==> src/rtl/alu_pkg.sv <==
// Shared definitions for the ALU dispatch stage: FSM state encoding and opcode width.
package alu_pkg;

  localparam int OPCODE_W = 5;

  typedef enum logic [1:0] {
    IDLE      = 2'd0,
    ISSUE     = 2'd1,
    WAIT      = 2'd2,
    WRITEBACK = 2'd3
  } state_e;

endpackage

==> src/rtl/alu_regfile.sv <==
// Small register file: three combinational read ports, one synchronous write port.
// Register 0 is hardwired to zero; writes addressed to it are dropped.
module alu_regfile #(
  parameter  int N    = 4,
  parameter  int REGS = 8,
  localparam int AW   = $clog2(REGS)
) (
  input  logic          clock,
  input  logic          reset,
  input  logic          we_i,
  input  logic [AW-1:0] waddr_i,
  input  logic [N-1:0]  wdata_i,
  input  logic [AW-1:0] raddr_a_i,
  input  logic [AW-1:0] raddr_b_i,
  input  logic [AW-1:0] raddr_o_i,
  output logic [N-1:0]  rdata_a_o,
  output logic [N-1:0]  rdata_b_o,
  output logic [N-1:0]  rdata_o_o
);

  logic [N-1:0] regs_q [REGS];

  // Read helper that forces register 0 to zero regardless of storage contents.
  function automatic logic [N-1:0] read_reg(input logic [AW-1:0] addr);
    logic [N-1:0] val;
    if (addr == {AW{1'b0}}) begin
      val = {N{1'b0}};
    end else begin
      val = regs_q[addr];
    end
    return val;
  endfunction

  // Storage update: clear everything on reset, otherwise single write port skipping register 0.
  always_ff @(posedge clock) begin
    if (reset) begin
      for (int i = 0; i < REGS; i++) begin
        regs_q[i] <= {N{1'b0}};
      end
    end else if (we_i && (waddr_i != {AW{1'b0}})) begin
      regs_q[waddr_i] <= wdata_i;
    end
  end

  // Combinational read ports for operand A, operand B and the observation port.
  always_comb begin
    rdata_a_o = read_reg(raddr_a_i);
    rdata_b_o = read_reg(raddr_b_i);
    rdata_o_o = read_reg(raddr_o_i);
  end

endmodule

==> src/rtl/alu_dispatch.sv <==
// Issue stage for the ALU: reads operands from the register file, pulses alu_start,
// waits (bounded) for alu_finished and writes the result back. One operation in flight.
module alu_dispatch
  import alu_pkg::*;
#(
  parameter  int N       = 4,
  parameter  int REGS    = 8,
  parameter  int TIMEOUT = 255,
  localparam int AW      = $clog2(REGS)
) (
  input  logic                clock,
  input  logic                reset,
  input  logic                instr_valid,
  output logic                instr_ready,
  input  logic [OPCODE_W-1:0] instr_opcode,
  input  logic [AW-1:0]       instr_rd,
  input  logic [AW-1:0]       instr_rs1,
  input  logic [AW-1:0]       instr_rs2,
  input  logic                load_en,
  input  logic [AW-1:0]       load_addr,
  input  logic [N-1:0]        load_data,
  input  logic [AW-1:0]       rd_addr,
  output logic [N-1:0]        rd_data,
  output logic                alu_start,
  input  logic                alu_finished,
  output logic [OPCODE_W-1:0] alu_opcode,
  output logic [N-1:0]        alu_A,
  output logic [N-1:0]        alu_B,
  input  logic [N-1:0]        alu_Y,
  output logic                busy,
  output logic                done,
  output logic                error
);

  localparam int CW = $clog2(TIMEOUT + 1);

  state_e              state_q, state_d;
  logic [OPCODE_W-1:0] opcode_q, opcode_d;
  logic [AW-1:0]       rd_q, rd_d;
  logic [N-1:0]        a_q, a_d;
  logic [N-1:0]        b_q, b_d;
  logic [N-1:0]        y_q, y_d;
  logic [CW-1:0]       cnt_q, cnt_d;
  logic                start_q, start_d;
  logic                done_q, done_d;
  logic                error_q, error_d;

  logic                we_s;
  logic [AW-1:0]       waddr_s;
  logic [N-1:0]        wdata_s;
  logic [N-1:0]        rs1_data_s;
  logic [N-1:0]        rs2_data_s;

  alu_regfile #(
    .N    (N),
    .REGS (REGS)
  ) u_regfile (
    .clock     (clock),
    .reset     (reset),
    .we_i      (we_s),
    .waddr_i   (waddr_s),
    .wdata_i   (wdata_s),
    .raddr_a_i (instr_rs1),
    .raddr_b_i (instr_rs2),
    .raddr_o_i (rd_addr),
    .rdata_a_o (rs1_data_s),
    .rdata_b_o (rs2_data_s),
    .rdata_o_o (rd_data)
  );

  // Write-port mux: writeback has the port in WRITEBACK, preloads are honoured only in IDLE.
  always_comb begin
    we_s    = 1'b0;
    waddr_s = load_addr;
    wdata_s = load_data;
    if (state_q == WRITEBACK) begin
      we_s    = 1'b1;
      waddr_s = rd_q;
      wdata_s = y_q;
    end else if (state_q == IDLE) begin
      we_s    = load_en;
    end else begin
      we_s    = 1'b0;
    end
  end

  // Next-state and datapath-register logic for the dispatch FSM.
  always_comb begin
    state_d  = state_q;
    opcode_d = opcode_q;
    rd_d     = rd_q;
    a_d      = a_q;
    b_d      = b_q;
    y_d      = y_q;
    cnt_d    = cnt_q;
    start_d  = 1'b0;
    done_d   = 1'b0;
    error_d  = error_q;
    case (state_q)
      IDLE: begin
        if (instr_valid) begin
          // Operands come from the pre-edge register contents, so a same-cycle load is not seen.
          opcode_d = instr_opcode;
          rd_d     = instr_rd;
          a_d      = rs1_data_s;
          b_d      = rs2_data_s;
          start_d  = 1'b1;
          state_d  = ISSUE;
        end else begin
          state_d  = IDLE;
        end
      end
      ISSUE: begin
        cnt_d   = {CW{1'b0}};
        state_d = WAIT;
      end
      WAIT: begin
        if (alu_finished) begin
          y_d     = alu_Y;
          done_d  = 1'b1;
          state_d = WRITEBACK;
        end else if (cnt_q == CW'(TIMEOUT - 1)) begin
          // Give up on the ALU: flag it permanently and drop the result.
          error_d = 1'b1;
          cnt_d   = {CW{1'b0}};
          state_d = IDLE;
        end else begin
          cnt_d   = cnt_q + CW'(1);
        end
      end
      WRITEBACK: begin
        state_d = IDLE;
      end
      default: begin
        state_d = IDLE;
      end
    endcase
  end

  // State and datapath registers with synchronous reset.
  always_ff @(posedge clock) begin
    if (reset) begin
      state_q  <= IDLE;
      opcode_q <= {OPCODE_W{1'b0}};
      rd_q     <= {AW{1'b0}};
      a_q      <= {N{1'b0}};
      b_q      <= {N{1'b0}};
      y_q      <= {N{1'b0}};
      cnt_q    <= {CW{1'b0}};
      start_q  <= 1'b0;
      done_q   <= 1'b0;
      error_q  <= 1'b0;
    end else begin
      state_q  <= state_d;
      opcode_q <= opcode_d;
      rd_q     <= rd_d;
      a_q      <= a_d;
      b_q      <= b_d;
      y_q      <= y_d;
      cnt_q    <= cnt_d;
      start_q  <= start_d;
      done_q   <= done_d;
      error_q  <= error_d;
    end
  end

  // Output mapping: handshake and status derived from registered state.
  always_comb begin
    instr_ready = (state_q == IDLE);
    busy        = (state_q != IDLE);
    alu_start   = start_q;
    alu_opcode  = opcode_q;
    alu_A       = a_q;
    alu_B       = b_q;
    done        = done_q;
    error       = error_q;
  end

endmodule

==> config.mk <==
export PLATFORM = sky130hd
export DESIGN_NAME = alu_dispatch
export DESIGN_NICKNAME = d
export VERILOG_FILES = /design/src/rtl/alu_pkg.sv /design/src/rtl/alu_regfile.sv /design/src/rtl/alu_dispatch.sv
export SDC_FILE = /design/constraint.sdc
export NUM_CORES = 1
export LEC_CHECK = 0
export CAP_MARGIN = 30
export CORE_ASPECT_RATIO = 1.75
export CORE_MARGIN = 4
export CORE_UTILIZATION = 40
export CTS_CLUSTER_SIZE = 24
export DETAILED_ROUTE_END_ITERATION = 8
export GPL_ROUTABILITY_DRIVEN = 0
export PLACE_DENSITY = 0.65
export SKIP_LAST_GASP = 1
export SLEW_MARGIN = 20
export SYNTH_ARGS = -nofsm -noshare
export SYNTH_HDL_FRONTEND = slang
export SYNTH_SLANG_ARGS = --single-unit
==> constraint.sdc <==
create_clock -name clock -period 2.22 [get_ports clock]
set_clock_uncertainty 0.05 [all_clocks]
set_input_delay 0.444 -clock clock [delete_from_list [all_inputs] [get_ports clock]]
set_output_delay 0.444 -clock clock [all_outputs]
set_load 0.02 [all_outputs]
==> reports/results.txt <==
The number of antenna violations at the first check in global routing is 0. The final-report max-slew violation count is 0. The number of cell instances on the worst register-to-register path is 4. After synthesis the cells add up to 0.00332 sq mm.

The largest individual stage delay along the critical path comes from the cell mux4_2. The summed area of non-filler cells in the final layout came out at 0.00436 sq mm. The tools report the type of origin of the critical path as a register. The placed instances occupy a cell area of 0.00407 sq mm. The cell sitting at the root of the clock tree is a clkbuf_16.

Worst voltage drop across the vdd grid: 0.471 mV. The maximum clock insertion buffer count came out at 2. The worst setup path startpoint was u_regfile.regs_q[2][1]. The cell class contributing the biggest share of worst-path delay was multiplexers. In this run the number of cells on the critical path is 4. The run gives 441 MHz as the maximum operating frequency. The mean instance size in the synthesized netlist is 10.2 sq um.

Summing the sequential cell areas from Yosys gives 46.2% of the chip area. Setup repair after global routing could not meet its margin everywhere. For flop-to-flop paths, the worst setup slack is 0.40 ns. The filler cells instantiated in the layout total 722. The hold violation total from the final report is 0, and the net count of the mapped netlist is 361. The number of DRC markers in iteration 0 is 142, and the count of max-cap constraint violations is 0. The effective utilization at floorplan came out at 41.4%.

In this run the critical register-to-register path is captured at u_regfile.regs_q[6][3]. The worst hold-check slack is 0.400 ns. Counting the buffers created by CTS gives 9. Registers take 0.00153 sq mm.

The final count of negative-setup-slack endpoints was 1. The logs give -0.0473 ns for the worst setup slack after layout and 8250 um for the total detailed-routing wirelength. TritonCTS built the clock tree. Among all flip-flop cells after synthesis, the most frequent one is dfxtp_1. The worst register-to-register path begins at state_q[0]. The average detailed-routed wire length per instance was 16.6 um; the longest individual stage delay on the worst path was 0.49 ns. The critical path is of the reg2out type. The placeable core region was 0.00802 sq mm. Following the worst setup path forward leads to its endpoint at rd_data[1]. The floorplan step defined a die boundary enclosing 0.00987 sq mm. Synthesis produced 326 cells.

The run gives 0 as the count of yosys warnings during synthesis. Sorting the synthesized cells by how often they occur yields 49 x nor2_1, 46 x nand2_1, 33 x dfxtp_1, 29 x edfxtp_1, 25 x mux2i_1. Before antenna repair, the detailed router went through 4 iterations.

The total buffers and inverters traversed by the critical path came out at 1. The post-detailed-placement half-perimeter wirelength was 6490 um; the relative area change from synthesis to final layout was 31.5%. The tools report the leakage power as 1.71 nW. The width of the chip works out to 76.9 um. The number of hold buffers added after CTS was 0.

After clock tree synthesis, the clock-pin slew on the worst setup and hold paths is 0.05 ns. The routed layout has 2,705 vias. Detailed-route vias per instance: 5.43.

The largest total area in the synthesized netlist belongs to edfxtp_1. From bottom edge to top edge, the die measures 128 um. The count of nets left with antenna violations once routing finished came out at 0. In the synthesized netlist the async set-or-reset flop fraction comes to 0%. The number of global-route vias before repair came out at 2,709. During placement, the flow inserted port buffers numbering 54. The critical path data required time was 1.73 ns. The worst hold path begins at alu_A[1].

In this run the power density over the cells is 720 mW/mm^2. The layout cell share with drive strength beyond 1 works out to 17.2%. For this design, the sink count on the clock tree is 62. 0 antenna diodes ended up in the layout.

Walking the worst path, the cells encountered are mux4_2, mux2_2, o21a_1, buf_6. Yosys attributes the largest share of cell area to edfxtp_1 26%, dfxtp_1 20%, mux2i_1 7.5%, mux4_2 6.1%, nor2_1 5.5%. Of all nets on the critical path, the largest fanout is 3. The run gives 55 as the number of top-level pins. Clock latency on the worst-skew pair, taken at its later pin, is 0.33 ns. Cells fill 54.4% of the core in the end. In this run the core area contains 43 standard-cell rows. OpenSTA, run right after detailed placement, puts the worst setup slack at -0.672 ns.

The synthesized design contains 62 register bits. Overflow left after global routing: 0. The final layout contains 438 nets. The synthesized design devotes to its leading area cell type 26.2% of total area. For this run, design rule violations remaining after detail routing come to 0. Number of enable flip-flop cells after synthesis: 29.

The most common cell in the synthesized netlist is nor2_1. First-pass GRT wire length: 12,700 um. Entering global routing, the biggest net connects 21 pins. At the pin with the least slew margin, the transition time is 0.508 ns.

STA puts the critical path data arrival time at 1.77 ns. The run finished, with violations left. In the global route stage, overall resource usage came out at 17.0%. The clock tree synthesis step divided the H-tree into 3 levels.

The share of the cycle needed by the critical path after routing is 102%. The synthesized netlist contains 50 unique library cells. STA classifies the critical path endpoint as a primary output. Worst min-delay path category: reg2reg. The final reports fail on negative setup slack. For the area used by multi-input combinational logic, the log shows 0.00163 sq mm. In this run the tightest slew margin relative to its limit is 66.1%. The post-route minimum period works out to 2.27 ns.
[how the worst min path moves through the flow]
stage / slack (ns) / endpoint / depth (start not counted)
floorplan: 0.39 / rd_q[0] / 2
global placement: 0.39 / alu_opcode[2] / 2
detailed placement: 0.40 / alu_opcode[1] / 2
CTS: 0.40 / alu_opcode[1] / 2
global route: 0.44 / alu_opcode[1] / 2
finish: 0.40 / alu_A[1] / 2
[kinds of logic (layout without fill, tap and decap cells)]
group                    Yosys count  in the layout  share of synthesized area (%)
adder cells (fa/ha/maj)            2              2                          0.754
other                              1              1                          0.113
AND/OR/NAND/NOR                  139            139                           19.4
AO/OA/AOI/OAI                     52             52                           10.0
XOR/XNOR                           3              3                          0.792
flip-flops                        62             62                           46.2
multiplexers                      43             43                           18.1
buffers and inverters             24            106                           4.68
[worst register-to-register path: cells and delay by family, from the launching register on]
family	cells	cell delay (ns)
compound gates	1	0.23
flops	1	0.39
simple gates	3	0.84
[cell type report]
type	count	area share, %
Clock inverter	6	1.43
Tap cell	90	2.58
Inverter	7	0.602
Clock buffer	10	5.25
Sequential cell	62	35.1
Timing Repair Buffer	83	17.6
Multi-Input combinational cell	240	37.4
[state kept, by name, indices dropped and copies added, names as in the netlist]
name              flops
alu_A                 4
alu_B                 4
alu_opcode            5
alu_start             1
cnt_q                 8
done                  1
error                 1
rd_q                  3
state_q               2
u_regfile.regs_q     29
y_q                   4
[power by group]
group	internal, W	total [W]	switching [W]
Combinational	0.000253	0.000495	0.000242
Clock	0.000862	0.00134	0.000474
Sequential	0.00126	0.00131	0.0000521
[placed cells by master (no fill, tap or decap), types with 3 or more instances in the layout]
cell / count
nand3b_1: 3
clkdlybuf4s50_1: 48
inv_1: 7
mux4_1: 3
a31oi_1: 3
dfxtp_1: 32
edfxtp_1: 29
a211oi_1: 5
mux2_2: 6
a21oi_1: 19
mux4_2: 9
nor2_1: 49
nor2b_1: 3
o21ai_0: 9
nand2b_1: 12
buf_6: 3
clkinvlp_4: 3
nor3_1: 7
mux2i_1: 25
clkbuf_16: 9
buf_2: 4
buf_4: 24
a22oi_1: 4
nand2_1: 46
nand3_1: 5
[through the flow]
| step | instances | power [W] | setup TNS (ns) |
|---|---|---|---|
| after detailed placement | 480 | 0.00183 | -3.32 |
| final | 498 | 0.00314 | -0.0473 |
| after global routing | 498 | 0.00327 | -0.0972 |
| after CTS | 497 | 0.00317 | -0.0621 |
| after floorplan | 326 | 0.00160 | 0 |
| after global placement | 480 | 0.00182 | -3.02 |
[metal layers]
layer / vias to the layer above / track usage, % / wire [um]
li1: 1325 / - / -
met1: 1285 / 14.9 / 2840
met3: 33 / 3.50 / 272
met2: 62 / 33.1 / 4630
met5: - / 0 / 0
met4: 0 / 12.6 / 512
[timing repair]
action | 4_1_cts | 5_1_grt
resized for setup | 26 | 2
buffers inserted | 0 | 1
cloned | 1 | 0
endpoints found under the setup margin | 5 | 3
(Power assumes the default switching activity.)
